`src/rtl/digest_reader_if.sv`:
```
// rtl/digest_reader_if.sv - digest beat stream bundle between reader and consumer
interface digest_reader_if #(
  parameter int OUT_W = 8
);
  logic [OUT_W-1:0] out_data;
  logic             out_valid;
  logic             out_ready;
  logic             out_last;

  modport master (
    output out_data,
    output out_valid,
    output out_last,
    input  out_ready
  );

  modport slave (
    input  out_data,
    input  out_valid,
    input  out_last,
    output out_ready
  );
endinterface

```
`src/rtl/digest_reader.sv`:
```
// rtl/digest_reader.sv - captures final SHA-256 state and streams it MSB-first in OUT_W beats
module digest_reader #(
  parameter int OUT_W = 8,
  parameter int CNT_W = 6
) (
  input  logic                i_clk,
  input  logic                i_rst,
  input  logic                i_hash_done,
  input  logic [255:0]        i_digest_in,
  digest_reader_if.master     o_stream,
  output logic                o_busy,
  output logic                o_overrun
);

  localparam int               BEATS    = 256 / OUT_W;
  localparam logic [CNT_W-1:0] LAST_CNT = CNT_W'(BEATS - 1);

  typedef enum logic [0:0] {ST_IDLE, ST_SEND} state_t;

  state_t             r_state;
  state_t             w_state_next;
  logic [255:0]       r_shreg;
  logic [255:0]       w_shreg_next;
  logic [CNT_W-1:0]   r_cnt;
  logic [CNT_W-1:0]   w_cnt_next;
  logic               r_overrun;
  logic               w_overrun_next;
  logic               w_sending;
  logic               w_last;
  logic               w_fire;

  // Outputs derive only from registered state, so out_ready never reaches out_valid.
  assign w_sending          = (r_state == ST_SEND);
  assign w_last             = w_sending && (r_cnt == LAST_CNT);
  assign w_fire             = w_sending && o_stream.out_ready;
  assign o_stream.out_valid = w_sending;
  assign o_stream.out_last  = w_last;
  assign o_stream.out_data  = r_shreg[255 -: OUT_W];
  assign o_busy             = w_sending;
  assign o_overrun          = r_overrun;

  // Next-state: capture in IDLE, shift on each accepted beat in SEND.
  always_comb begin
    w_state_next   = r_state;
    w_shreg_next   = r_shreg;
    w_cnt_next     = r_cnt;
    w_overrun_next = r_overrun;
    case (r_state)
      ST_IDLE: begin
        if (i_hash_done) begin
          w_shreg_next = i_digest_in;
          w_cnt_next   = '0;
          w_state_next = ST_SEND;
        end
      end
      ST_SEND: begin
        // A new digest cannot be taken mid-stream; flag it and keep sending the current one.
        if (i_hash_done) begin
          w_overrun_next = 1'b1;
        end
        if (w_fire) begin
          w_shreg_next = r_shreg << OUT_W;
          if (w_last) begin
            // Counter parks on the last index so it never wraps within a digest.
            w_state_next = ST_IDLE;
          end else begin
            w_cnt_next = r_cnt + CNT_W'(1);
          end
        end
      end
      default: begin
        w_state_next = ST_IDLE;
      end
    endcase
  end

  // State registers; reset discards any partially sent digest.
  always_ff @(posedge i_clk) begin
    if (i_rst) begin
      r_state   <= ST_IDLE;
      r_shreg   <= '0;
      r_cnt     <= '0;
      r_overrun <= 1'b0;
    end else begin
      r_state   <= w_state_next;
      r_shreg   <= w_shreg_next;
      r_cnt     <= w_cnt_next;
      r_overrun <= w_overrun_next;
    end
  end

endmodule

```
`src/flat_wrapper.sv`:
```
// flat-port wrapper written by rule: the top's interface ports become plain ports
module digest_reader_flat 
#(
  parameter int OUT_W = 8,
  parameter int CNT_W = 6
)
  (i_clk, i_rst, i_hash_done, i_digest_in, o_busy, o_overrun, o_stream_out_data, o_stream_out_valid, o_stream_out_last, o_stream_out_ready);
  digest_reader_if #(.OUT_W(OUT_W)) o_stream_i ();
  input  logic i_clk;
  input  logic i_rst;
  input  logic i_hash_done;
  input  logic [255:0] i_digest_in;
  output logic o_busy;
  output logic o_overrun;
  output wire logic [$bits(o_stream_i.out_data)-1:0] o_stream_out_data;
  output wire logic [$bits(o_stream_i.out_valid)-1:0] o_stream_out_valid;
  output wire logic [$bits(o_stream_i.out_last)-1:0] o_stream_out_last;
  input wire logic [$bits(o_stream_i.out_ready)-1:0] o_stream_out_ready;
  assign o_stream_out_data = o_stream_i.out_data;
  assign o_stream_out_valid = o_stream_i.out_valid;
  assign o_stream_out_last = o_stream_i.out_last;
  assign o_stream_i.out_ready = o_stream_out_ready;
  digest_reader #(.OUT_W(OUT_W), .CNT_W(CNT_W)) u_core (.i_clk(i_clk), .i_rst(i_rst), .i_hash_done(i_hash_done), .i_digest_in(i_digest_in), .o_stream(o_stream_i), .o_busy(o_busy), .o_overrun(o_overrun));
endmodule
```
`config.mk`:
```
export PLATFORM = sky130hd
export DESIGN_NAME = digest_reader_flat
export DESIGN_NICKNAME = d
export VERILOG_FILES = /design/src/rtl/digest_reader_if.sv /design/src/rtl/digest_reader.sv /design/src/flat_wrapper.sv
export SDC_FILE = /design/constraint.sdc
export NUM_CORES = 1
export LEC_CHECK = 0
export BUFFER_PORTS_ARGS = -buffer_cell sky130_fd_sc_hd__buf_2
export CORE_MARGIN = 5
export CORE_UTILIZATION = 43
export CTS_BUF_LIST = sky130_fd_sc_hd__clkbuf_16
export CTS_CLUSTER_SIZE = 16
export DETAILED_ROUTE_END_ITERATION = 8
export HOLD_SLACK_MARGIN = 0.02
export PLACE_DENSITY = 0.65
export REMOVE_ABC_BUFFERS = 1
export SETUP_SLACK_MARGIN = 0.5
export SYNTH_ARGS = -nofsm -noshare
export SYNTH_HDL_FRONTEND = slang
export SYNTH_SLANG_ARGS = --single-unit
```
`constraint.sdc`:
```
create_clock -name i_clk -period 1.95 [get_ports i_clk]
set_input_delay 0 -clock i_clk [delete_from_list [all_inputs] [get_ports i_clk]]
set_output_delay 0 -clock i_clk [all_outputs]
set_load 0.05 [all_outputs]
```
==> flow_summary.json <==
{
  "slew_headroom": 0.637,
  "startpoint_type": "flop",
  "n_fill_cell": 1923,
  "worstSkewPairLatency_ns": 0.55,
  "dp_hpwl_mm": 19.2,
  "period_minus_slack_ns": 1.60,
  "min_path_type": "in -> reg",
  "cap_violations": 0,
  "grt_overflow_total": 0,
  "cts_buffer_depth": 3,
  "power_frac_clock": 0.324,
  "rows": 63,
  "fin_area_mm2": 0.0213,
  "crit_fanout": 17,
  "die_h_um": 183,
  "wl_per_cell_um": 21.7,
  "synth-edff-count": 0,
  "grt_pass1_wl_mm": 64.4,
  "dr.pass1.iters": 5,
  "vias": 11900,
  "finalSetupViolCount": 0,
  "io_pins": 272,
  "synth_common_cells": "dfxtp_1, nor2_1, mux2i_1",
  "vias_per_cell": 5.45,
  "hold_ws_ns": 0.258,
  "stdcell_count": 2189,
  "drv_slew": 0,
  "p_switching_mw": 4.75,
  "layout-drive-gt1-share": 0.499,
  "yosysUniqueCellTypes": 27,
  "synth.avg_cell_area_um2": 10.9,
  "drc": 0,
  "endpoint_kind": "flop",
  "ant_nets": 0,
  "grt_start_max_net_pins": 75,
  "antenna_found_initial": 3,
  "clock_sinks": 264,
  "gp_congestion": 0.735,
  "swShare": 0.299,
  "outcome": "finished clean",
  "hold_viol_final": 0,
  "synthesis.instances": 1186,
  "multi_input_area_mm2": 0.00777,
  "cp_data_arrival_time_ns": 2.06,
  "ys_seq_elements": 264,
  "worstPathRequired_ns": 2.41,
  "clk_pin_slew_ns": 0.06,
  "die_w_um": 183,
  "max_freq_mhz": 626,
  "rsz0062_at_grt": "yes",
  "finClkSkew_ns": 0.00839,
  "placed_cells": 1753,
  "io_buffers": 271,
  "numCtsBuffers": 30,
  "grt_pass1_vias": 12100,
  "yosys_warnings": 0,
  "htreeDepth": 1,
  "grt_use_total": 0.235,
  "placed_area_mm2": 0.0144,
  "power_frac_comb": 0.279,
  "power_density_mw_per_mm2": 742,
  "synthTopCellsByArea": "dfxtp_1, a211oi_2, mux2i_1",
  "cts-root-buf": "clkbuf_16",
  "post-synth-top-count-cell": "dfxtp_1",
  "fin_nets": 2036,
  "cts_tree": "done",
  "synthFlopType": "dfxtp_1",
  "yosysTopAreaCell": "dfxtp_1",
  "start_util": 0.435,
  "vdd_drop_max_v": 0.000716,
  "coreArea_mm2": 0.0296,
  "worst_pin_slew_ns": 0.544,
  "internal_power_mw": 11.1,
  "tns_ns": 0,
  "netlist_area_mm2": 0.0129,
  "period_share": 0.819,
  "p_seq_frac": 0.397,
  "crit_type": "reg -> reg",
  "dieArea_mm2": 0.0335,
  "synth_top_area_frac": 0.410,
  "power.leakage_nw": 8.62,
  "seq_area_frac_synth": 0.410,
  "regArea_mm2": 0.00531,
  "area_growth_pct": 65.8,
  "drtIter0Drc": 694,
  "async_flop_share": 0,
  "routed_wl_mm": 47.5
}
-- cells by family (layout without fill, tap and decap cells) --
logic type / Yosys count / in the layout / share of synthesized area
other: 0 / 3 / 0
adder cells (fa/ha/maj): 1 / 1 / 0.000971
AND/OR/NAND/NOR: 278 / 278 / 0.0833
multiplexers: 251 / 254 / 0.196
AO/OA/AOI/OAI: 267 / 267 / 0.248
buffers and inverters: 124 / 731 / 0.0607
XOR/XNOR: 1 / 1 / 0.000680
flip-flops: 264 / 264 / 0.410
-- layout by cell type (no fill, tap or decap), types with 19 or more instances in the layout --
| cell | count |
|---|---|
| mux2i_1 | 217 |
| a211oi_2 | 241 |
| mux2i_2 | 23 |
| buf_2 | 267 |
| buf_4 | 34 |
| dfxtp_1 | 258 |
| nor2_2 | 90 |
| buf_12 | 19 |
| clkbuf_16 | 58 |
| buf_16 | 49 |
| nor2_4 | 48 |
| dlygate4sd3_1 | 259 |
| nor2_1 | 123 |
-- critical path, stage by stage (launching register included) --
cell and delay (ns):
dfxtp_4 0.40, buf_4 0.15, mux2_4 0.36, buf_4 0.18
buf_16 0.17, a211oi_2 0.24
-- worst paths after layout --
check,depth (start not counted),end,from,slack [ns]
hold / removal,4,u_core.r_shreg[4]$_SDFFE_PP0P_,i_digest_in[4],0.26
setup / recovery,5,u_core.r_shreg[227]$_SDFFE_PP0P_,u_core.o_busy$_SDFF_PP0_,0.35
setup reg to reg,5,u_core.r_shreg[227]$_SDFFE_PP0P_,u_core.o_busy$_SDFF_PP0_,0.35
hold reg to reg,2,u_core.o_overrun$_SDFFE_PP0P_,u_core.o_overrun$_SDFFE_PP0P_,0.49
-- area by class of cell --
class	count	share of cell area
clock inverters	22	0.00457
well taps	390	0.0229
multi-input cells	801	0.364
clock buffers	31	0.0363
repair buffers	678	0.323
flip-flops and latches	264	0.249
diodes	3	0.000352
-- per-layer routing --
layer / wire length, um / global-route usage
met1: 18400 / 0.281
met3: 2510 / 0.0417
met2: 25300 / 0.428
met5: 0 / 0
met4: 1290 / 0.0715
-- state kept, by name, summed over array words and instances (netlist names) --
register,flops
u_core.r_shreg,256
u_core.r_cnt,6
u_core.o_busy,1
u_core.o_overrun,1
-- per-stage QoR --
step	total power, mW	worst slack, ns	util
6_report	15.8	0.352	0.720
5_1_grt	16.4	0.280	0.720
4_1_cts	15.1	0.352	0.667
3_5_place_dp	8.79	0.214	0.486
3_3_place_gp	8.72	0.308	0.486
2_1_floorplan	8.41	-12.33	-
-- power by group through the flow --
stage               Combinational, mW  Sequential [mW]  Clock (mW)
floorplan                        2.00             6.41           0
global placement                 2.46             6.26           0
detailed placement               2.52             6.27           0
CTS                              3.75             6.19        5.19
global route                     4.66             6.33        5.45
finish                           4.42             6.29        5.14
-- what timing repair did --
| action | CTS | global route |
|---|---|---|
| endpoints found under the hold margin | 264 | 0 |
| cloned | 42 | 31 |
| setup endpoints to repair | 249 | 266 |
| hold buffers | 259 | 0 |
| setup buffers | 33 | 15 |
| gates resized for setup | 165 | 197 |
| pin swaps | 2 | 11 |
Power figures use the tool's default switching activity.
